File: src/rtl/pll_reset_sequencer.sv
`default_nettype none
// pll_reset_sequencer -- debounces the PLL lock flag and releases memory, co-processor and CPU resets in order.
// Rev 1.0
module pll_reset_sequencer #(
  parameter int SYNC_STAGES   = 2,
  parameter int SETTLE_CYCLES = 1024,
  parameter int STAGE_GAP     = 16,
  parameter int LOSS_FILTER   = 4
) (
  input  logic       clock,
  input  logic       reset_n,
  input  logic       locked,
  input  logic       sw_reset_req,
  output logic       rst_memory,
  output logic       rst_copro,
  output logic       rst_cpu,
  output logic       ready,
  output logic [2:0] state,
  output logic [7:0] lock_loss_count
);

  localparam int MAX_CNT = (SETTLE_CYCLES > STAGE_GAP) ? SETTLE_CYCLES : STAGE_GAP;
  localparam int CNT_W   = $clog2(MAX_CNT);
  localparam int LOSS_W  = $clog2(LOSS_FILTER + 1);

  localparam logic [CNT_W-1:0]  SETTLE_LAST = CNT_W'(SETTLE_CYCLES - 1);
  localparam logic [CNT_W-1:0]  GAP_LAST    = CNT_W'(STAGE_GAP - 1);
  localparam logic [LOSS_W-1:0] LOSS_LAST   = LOSS_W'(LOSS_FILTER - 1);

  typedef enum logic [2:0] {
    WAIT_LOCK = 3'd0,
    SETTLE    = 3'd1,
    REL_MEM   = 3'd2,
    REL_COPRO = 3'd3,
    REL_CPU   = 3'd4,
    RUN       = 3'd5
  } state_t;

  logic [SYNC_STAGES-1:0] sync;
  logic                   locked_sync;
  state_t                 cur_state;
  state_t                 next_state;
  logic [CNT_W-1:0]       cnt;
  logic [LOSS_W-1:0]      loss_cnt;
  logic                   in_release;
  logic                   loss_event;

  assign locked_sync = sync[SYNC_STAGES-1];
  assign state       = cur_state;
  assign in_release  = cur_state inside {REL_MEM, REL_COPRO, REL_CPU, RUN};
  // The current low sample is the LOSS_FILTER-th in a row, so the drop happens on this edge.
  assign loss_event  = in_release && !locked_sync && (loss_cnt == LOSS_LAST);

  always_ff @(posedge clock) begin
    if (!reset_n) begin
      sync <= '0;
    end else begin
      sync <= {sync[SYNC_STAGES-2:0], locked};
    end
  end

  always_comb begin
    next_state = cur_state;
    case (cur_state)
      WAIT_LOCK: if (locked_sync) next_state = SETTLE;
      SETTLE: begin
        if (!locked_sync)              next_state = WAIT_LOCK;
        else if (cnt == SETTLE_LAST)   next_state = REL_MEM;
      end
      REL_MEM:   if (cnt == GAP_LAST) next_state = REL_COPRO;
      REL_COPRO: if (cnt == GAP_LAST) next_state = REL_CPU;
      REL_CPU:   if (cnt == GAP_LAST) next_state = RUN;
      RUN:       if (sw_reset_req)    next_state = SETTLE;
      default:                        next_state = WAIT_LOCK;
    endcase
    // Lock loss overrides any other transition, including a software restart.
    if (loss_event) next_state = WAIT_LOCK;
  end

  always_ff @(posedge clock) begin
    if (!reset_n) begin
      cur_state       <= WAIT_LOCK;
      cnt             <= '0;
      loss_cnt        <= '0;
      lock_loss_count <= 8'd0;
      rst_memory      <= 1'b1;
      rst_copro       <= 1'b1;
      rst_cpu         <= 1'b1;
      ready           <= 1'b0;
    end else begin
      cur_state <= next_state;

      if ((next_state != cur_state) ||
          !(next_state inside {SETTLE, REL_MEM, REL_COPRO, REL_CPU})) begin
        cnt <= '0;
      end else begin
        cnt <= cnt + CNT_W'(1);
      end

      if (!in_release || loss_event || locked_sync) begin
        loss_cnt <= '0;
      end else begin
        loss_cnt <= loss_cnt + LOSS_W'(1);
      end

      if (loss_event && (lock_loss_count != 8'hFF)) begin
        lock_loss_count <= lock_loss_count + 8'd1;
      end

      // Decoded from the next state so outputs change on the same edge as the state.
      rst_memory <= !(next_state inside {REL_MEM, REL_COPRO, REL_CPU, RUN});
      rst_copro  <= !(next_state inside {REL_COPRO, REL_CPU, RUN});
      rst_cpu    <= !(next_state inside {REL_CPU, RUN});
      ready      <= (next_state == RUN);
    end
  end

endmodule
`default_nettype wire

File: config.mk
export PLATFORM = sky130hd
export DESIGN_NAME = pll_reset_sequencer
export DESIGN_NICKNAME = d
export VERILOG_FILES = /design/src/rtl/pll_reset_sequencer.sv
export SDC_FILE = /design/constraint.sdc
export NUM_CORES = 1
export LEC_CHECK = 0
export ABC_AREA = 0
export ABC_CLOCK_PERIOD_IN_PS = 3800
export CORE_MARGIN = 3
export CORE_UTILIZATION = 57
export DETAILED_ROUTE_END_ITERATION = 8
export GPL_TIMING_DRIVEN = 0
export PLACE_DENSITY = 0.86
export SLEW_MARGIN = 40
export SYNTH_ARGS = -nofsm -noshare
export SYNTH_HDL_FRONTEND = slang
export SYNTH_SLANG_ARGS = --single-unit
File: constraint.sdc
create_clock -name clock -period 3.8 [get_ports clock]
set_input_delay 0.76 -clock clock [delete_from_list [all_inputs] [get_ports clock]]
set_output_delay 0.76 -clock clock [all_outputs]
set_load 0.01 [all_outputs]
; ---- After elaboration in Yosys (flattened, before gate mapping)
; Cells that the tools add are included.
[totals]
input_bits = 4
out_inout_bits = 15
latchBits = 0
ramBits = 0
register_bits = 30
wordCells = 57
n_memories = 0
rom_bits = 0
[classes]
bitwise_logic = 1
add_sub_neg = 3
reduce_logical = 20
shifts = 0
n_mux = 9
div_mod_pow = 0
order_cmp = 0
multipliers = 0
eq_ne = 15
[ops]
columns = cell, n
row1 = $mux W3, 8
row2 = $pmux W3 S6, 1
row3 = $eq A3 B2 Y1 const B, 5
row4 = $eq A3 B3 Y1 const B, 4
row5 = $reduce_bool A4 Y1, 3
row6 = $add A10 B1 Y10 const B, 1
row7 = $eq A10 B10 Y1 const B, 1
row8 = $eq A10 B4 Y1 const B, 1
row9 = $add A8 B1 Y8 const B, 1
row10 = $ne A8 B8 Y1 const B, 1
row11 = $eq A3 B1 Y1 const B, 2
row12 = $logic_not A1 Y1, 6
row13 = $reduce_or A2 Y1, 2
row14 = $add A3 B1 Y3 const B, 1
row15 = $logic_and A1 B1 Y1, 3
row16 = $logic_not A3 Y1, 1
row17 = $logic_or A1 B1 Y1, 3
row18 = $ne A3 B3 Y1, 1
row19 = $reduce_bool A3 Y1, 1
row20 = $reduce_bool A2 Y1, 1
row21 = $not A1 Y1, 1

; ---- Logic depth before layout (Yosys ltp)
; Gate-level depths: netlist (run 1).
[logic_depth]
ltp_word = 10
ltp_mapped = 7
depth_no_buf = 7

; ---- Least setup slack after synthesis (run 1)
; Ideal clock, no wire load.
[synth_timing]
path_kind = register -> register
startpoint = reg cnt[0]
endpoint = reg cnt[3]
n_path_buf = 0
slack_ns = 1.982
synth_period_minus_slack_ns = 1.818
arrival_ns = 1.689
required_ns = 3.670
setup_ns = 0.130
path_stages_with_launch = 7
path_cell_list = dfxtp_1 > ha_1 > and3_1 > and4_2 > or3_4 > nor3_4 > nor4_1
[synth_between]
elab_chain_cells = 10
word_cells_on_any_way = 19
cone_classes = 1 x add/sub / 7 x eq/ne / 7 x mux / 4 x reduce/logical
[synth_rtl]
columns = element, line
row1 = start: declaration, 43  ; logic [CNT_W-1:0] cnt;
row2 = start signal: assignment, 97  ; cnt <= cnt + CNT_W'(1);
row3 = $eq A10 B10 Y1, 68  ; else if (cnt == SETTLE_LAST) next_state = REL_MEM;
row4 = $mux W3, 68
row5 = $mux W3, 67  ; if (!locked_sync) next_state = WAIT_LOCK;
row6 = $pmux W3 S6, 64  ; case (cur_state)
row7 = $mux W3, 77  ; if (loss_event) next_state = WAIT_LOCK;
row8 = "$eq A3 B1 Y1, or another cell as far along", 94  ; !(next_state inside {SETTLE, REL_MEM, REL_COPRO, REL_CPU})) begin
row9 = $reduce_bool A4 Y1, 94
row10 = $logic_not A1 Y1, 94
row11 = $logic_or A1 B1 Y1, 93  ; if ((next_state != cur_state) ||
row12 = $reduce_or A2 Y1 (no line), -
; Parallel ways exist; a longest one is shown, timed or not.
; A chain may end at the register's enable or synchronous reset.

; ---- Final worst setup path (run 1)
[layout_timing]
startpoint = reg lock_loss_count[4]
endpoint = out lock_loss_count[4]
[layout_lines]
columns = element, line
row1 = start: declaration, 19  ; output logic [7:0] lock_loss_count
row2 = start signal: assignment, 107  ; lock_loss_count <= lock_loss_count + 8'd1;
; No word-level cell between the ends.

==> results.yml, run 1 <==
finish:
  area_growth_pct: 19.1
  drive_above_1_share_pct: 10.6
  multiInputGateArea_um2: 773
  nFillCells: 171
  diodes: 0
  seqCellArea_um2: 601
  instances_no_fill: 216
  layout.nets: 195
die:
  core_um2: 2300
  dieArea_um2: 3160
  start_util_pct: 62.6
  ioPinCount: 19
  rows: 17
  fp.dieH_um: 56.2
  die_w_um: 56.2
clock_tree:
  cts_setup_buffers: 0
  cts_buffers: 5
  cts_resized: 0
  cts_num_sinks: 30
  path_clk_slew_ps: 90
  cts_hold_buffers: 0
  clk_latency_ps: 330
  cts_root_buffer: "clkbuf_4"
  clockBufferDepth: 2
  cts_tree: "done"
  htreeDepth: 2
route:
  routed_via_density: 5.65
  wirelength_mm: 2.83
  drt_iter0_markers: 33
  ant_nets: 0
  drc_errors: 0
  first_pass_iters: 4
  routedWlPerCell_um: 13.1
  vias: 1220
global_routing:
  antenna_found_initial: 0
  grt_pass1_vias: 1198
  grt_max_degree: 11
  track_usage_pct: 20.2
  overflow: 0
  grt_pass1_wl_mm: 4.95
sta:
  max_freq_mhz: 482
  fin_crit_sh_pct: 54.6
  layout_min_cycle_time_ps: 2080
  setup_viol: 0
  worstMarginPinSlew_ps: 438
  rsz0062_at_grt: "false"
  finalWorstSetupSlack_ps: 1720
  finalHoldViolCount: 0
  finClkSkew_ps: 11.0
  drv_slew: 0
  slew_headroom_pct: 70.8
  setup_tns_ps: 0
synth:
  ys_ff_latch: 30
  synth-warning-count: 0
  synth_ff_type: "dfxtp_1"
  avgSynthCellArea_um2: 8.87
  synth-seq-area-share_pct: 41.8
  yosysMostFrequentCell: "dfxtp_1"
  synth.top_cell.area_share_pct: 41.8
  synth_top_area_cell: "dfxtp_1"
  synth_edf_count: 0
  yosysUniqueCellTypes: 43
  synthArstFlopShare_pct: 0
  synthTopCellsByArea: "dfxtp_1 42%, nor2_1 4.4%, xnor2_1 4.3%"
  synthesis.area_um2: 1440
  syn_inst: 162
  synth_commonest_cells: "30 x dfxtp_1, 17 x nor2_1, 10 x nand3_1"
  syn_nets: 170
critical_path:
  cp.arrival_ps: 1320
  timing.rr.end: "cnt[2]$_SDFF_PP0_"
  path_class: "reg2out"
  cp_max_fo: 5
  cp.required_ps: 3040
  critPathMaxStageDelay_ps: 570
  crit_buf_inv: 1
  crit_path_top_delay_cell: "clkdlybuf4s50_1"
  crit_end: "lock_loss_count[4]"
  reg2reg_slack_ps: 1720
  reg2regPathDepth: 7
  cpLargestDelayFamily: "buffers and inverters"
  reg2reg_from: "cnt[0]$_SDFF_PP0_"
  critical_path.endpoint_type: "output pin"
  crit_chain: "clkdlybuf4s50_1"
  crit_path_start: "lock_loss_count[4]$_SDFFE_PN0P_"
  start_kind: "flop"
  cp.depth: 1
power:
  leakagePower_nw: 0.618
  ir_drop_mv: 0.261
  power_density_nw_per_um2: 308
hold_path:
  hold_class: "reg2reg"
  min_from: "loss_cnt[0]$_SDFF_PP0_"
  worst_hold_path.num_cells: 1
flow_run:
  maxCapViolations: 0
placement:
  io_buffer_count: 18
  pre_cts_slack_ps: 1490
  hpwl_mm: 2.16
  gp_congestion: 0.914
  dp_cells: 208
status:
  status: "finished clean"
## flip-flops by register name, summed over array words and instances (netlist names)
register,count
sync,2
cnt,10
loss_cnt,3
ready,1
state,3
rst_memory,1
rst_copro,1
rst_cpu,1
lock_loss_count,8
## layout by cell type, fill, tap and decap left out, drive strengths merged, types with 2 or more instances in the layout
cell / netlist / layout
clkbuf: 2 / 9
ha: 4 / 4
and2: 3 / 3
o21ai: 4 / 4
xor2: 7 / 7
nor3: 9 / 9
and3: 5 / 5
clkdlybuf4s50: 0 / 18
dfxtp: 30 / 30
inv: 9 / 9
xnor2: 7 / 7
nor2b: 5 / 5
and4: 2 / 2
or3: 3 / 3
nand3: 10 / 10
a21oi: 6 / 6
buf: 4 / 4
o22ai: 2 / 2
nand2: 9 / 9
nor2: 17 / 17
nand4: 4 / 4
nand2b: 2 / 2
or2: 2 / 2
nor4: 3 / 3
## worst min-delay path by stage
stage / endpoint / slack [ps]
global route: loss_cnt[0]$_SDFF_PP0_ / 440
detailed placement: loss_cnt[0]$_SDFF_PP0_ / 410
CTS: loss_cnt[0]$_SDFF_PP0_ / 420
global placement: loss_cnt[0]$_SDFF_PP0_ / 410
floorplan: loss_cnt[0]$_SDFF_PP0_ / 400
finish: loss_cnt[0]$_SDFF_PP0_ / 430
## where the power goes
group	internal (mW)	switching, mW
combinational	0.00842	0.0108
sequential	0.316	0.00106
clock	0.0894	0.102
## cell families after synthesis
family          share of synthesized area [%]
fa+ha+maj                                3.48
compound gates                           9.49
simple gates                             31.1
buf+inv                                  4.44
flops                                    41.8
xor+xnor                                 9.05
mux                                     0.696
## metal layers
metal | share of wire (%) | global-route usage (%)
met2 | 47 | 31.9
met4 | 1.9 | 10.5
met1 | 46 | 23.3
met3 | 4.9 | 8.12
met5 | 0 | 0
## worst reg2reg max path: cells and delay by family (launching register included)
family | cells | cell delay (ps)
and+or+nand+nor | 4 | 1040
DFF | 1 | 380
buffers and inverters | 1 | 230
adders and majority gates | 1 | 200
AOI/OAI and AO/OA | 1 | 110
## per-stage QoR
stage	instance area [µm²]	total power [mW]	utilization, %	hold slack [ps]
after floorplan	1440	0.336	-	399
after global placement	1650	0.343	71.9	408
after detailed placement	1650	0.343	71.9	411
after CTS	1710	0.532	74.6	423
after global routing	1710	0.552	74.6	439
final	1710	0.527	74.6	425
## area by class of cell
class,instances,area share (%)
tap,28,2.05
clock buffer,7,3.21
sequential,30,35.1
clock inverter,1,0.292
buffer,6,1.75
timing repair buffer,18,10.5
inverter,9,1.97
multi-input combinational,117,45.1
Note: power is estimated with default switching activity, not from simulation.
==> run 2: changes to the inputs <==
ABC_CLOCK_PERIOD_IN_PS = 1780   (was 3800)
CORE_UTILIZATION = 48   (was 57)
PLACE_DENSITY = 0.78   (was 0.86)
clock period = 1.78 ns   (was 3.8 ns; I/O delays follow)
==> results.yml, run 2 (synthesized netlist as in run 1, its figures left out) <==
finish:
  drive_above_1_share_pct: 31.0
  top_register: "cnt"
  layout_common_cells: "22 x dfxtp_1, 18 x clkdlybuf4s50_1, 15 x nor2_1"
  diodes: 0
  largestRegisters: "cnt: 10 flops, lock_loss_count: 8 flops"
  fin_area_um2: 2010
  area_growth_pct: 39.7
  layout_commonest_cell: "dfxtp_1"
  largest_register_ff_count: 10
  layout.nets: 207
critical_path:
  cp_max_fo: 8
  reg2reg_from: "state[2]$_SDFF_PN0_"
  cp.required_ps: 2020
  reg2regPathDepth: 7
  path_class: "reg2reg"
  critical_path.endpoint_type: "flop"
  reg2reg_slack_ps: 3
  start_kind: "flop"
  cp.arrival_ps: 2010
  timing.rr.end: "cnt[3]$_SDFF_PP0_"
clock_tree:
  cts_buffers: 5
  cts_root_buffer: "clkbuf_4"
  clk_latency_ps: 320
  htreeDepth: 2
  cts_num_sinks: 30
  path_clk_slew_ps: 90
  clockBufferDepth: 2
  cts_tree: "done"
route:
  vias: 1276
  ant_nets: 0
  routed_via_density: 5.52
  drc_errors: 0
  wirelength_mm: 3.38
  drt_iter0_markers: 87
  first_pass_iters: 4
  routedWlPerCell_um: 14.6
sta:
  worstMarginPinSlew_ps: 499
  max_freq_mhz: 563
  fin_crit_sh_pct: 99.8
  setup_viol: 0
  slew_headroom_pct: 66.7
  layout_min_cycle_time_ps: 1780
  drv_slew: 0
  rsz0062_at_grt: "true"
  finClkSkew_ps: 6.15
  hold_slack_ps: 454
  finalHoldViolCount: 0
die:
  start_util_pct: 51.2
  dieArea_um2: 3690
  die_w_um: 60.7
  fp.dieH_um: 60.7
  ioPinCount: 19
  rows: 19
  core_um2: 2810
status:
  status: "finished clean"
hold_path:
  worst_hold_path.num_cells: 1
  hold_class: "reg2reg"
  holdPathEnd: "sync[1]$_SDFF_PN0_"
  min_from: "sync[0]$_SDFF_PN0_"
global_routing:
  antenna_found_initial: 0
  grt_pass1_wl_mm: 5.17
  grt_max_degree: 11
  overflow: 0
  track_usage_pct: 18.7
  grt_pass1_vias: 1202
placement:
  gp_congestion: 0.894
  hpwl_mm: 2.14
  io_buffer_count: 18
  postPlaceCellArea_um2: 1670
power:
  ir_drop_mv: 0.412
  leakagePower_nw: 0.704
  power_density_nw_per_um2: 573
flow_run:
  maxCapViolations: 0
-- run 2: critical path: stages (launching register included) --
cell	delay, ps
dfxtp_2	340
buf_6	130
or4b_1	520
o21ai_1	120
or3_4	180
nor3_4	40
buf_12	140
nor4_2	220
-- run 2: what timing repair did --
item,4_1_cts,5_1_grt
hold buffers,0,0
resized for setup,15,30
pin swaps,5,11
buffers inserted,6,6
gates cloned,1,1
endpoints found under the setup margin,15,18
-- run 2: metrics by stage --
stage | TNS, ps | power (mW) | cells | util, % | worst slack [ps]
floorplan | 0 | 0.718 | 162 | - | 18.8
global placement | -1160 | 0.733 | 211 | 59.6 | -146
detailed placement | -1650 | 0.735 | 211 | 59.6 | -179
CTS | -28.8 | 1.15 | 226 | 65.3 | -13.0
global route | -540 | 1.20 | 231 | 71.6 | -90.7
finish | 0 | 1.15 | 231 | 71.6 | 2.70
-- run 2: cell type report --
class,count,area [µm²]
clock inverters,1,5.00
plain buffers,5,45.0
clock buffers,7,55.1
flip-flops and latches,30,611
repair buffers,31,285
well taps,31,38.8
inverters,9,33.8
multi-input cells,117,935
fillers,216,797
-- run 2: layer usage --
layer | track usage [%] | vias to the layer above | routed length (µm)
met4 | 6.50 | 0 | 33
li1 | - | 642 | -
met2 | 30.5 | 25 | 1760
met5 | 0 | - | 0
met3 | 6.60 | 4 | 127
met1 | 22.8 | 605 | 1460
-- run 2: how the worst max path moves through the flow --
stage	start	endpoint	depth (start not counted)
floorplan	cnt[0]$_SDFF_PP0_	ready$_SDFF_PN0_	7
CTS	state[1]$_SDFF_PN0_	cnt[4]$_SDFF_PP0_	7
global route	state[2]$_SDFF_PN0_	cnt[3]$_SDFF_PP0_	7
finish	state[2]$_SDFF_PN0_	cnt[3]$_SDFF_PP0_	7
global placement	reset_n	cnt[1]$_SDFF_PP0_	5
detailed placement	reset_n	cnt[1]$_SDFF_PP0_	5
-- run 2: where the power goes --
group	total, mW	switching (mW)	internal [mW]
Clock	0.414	0.223	0.191
Sequential	0.677	0.00294	0.674
Combinational	0.0598	0.0318	0.0279
Total	1.15	0.258	0.893
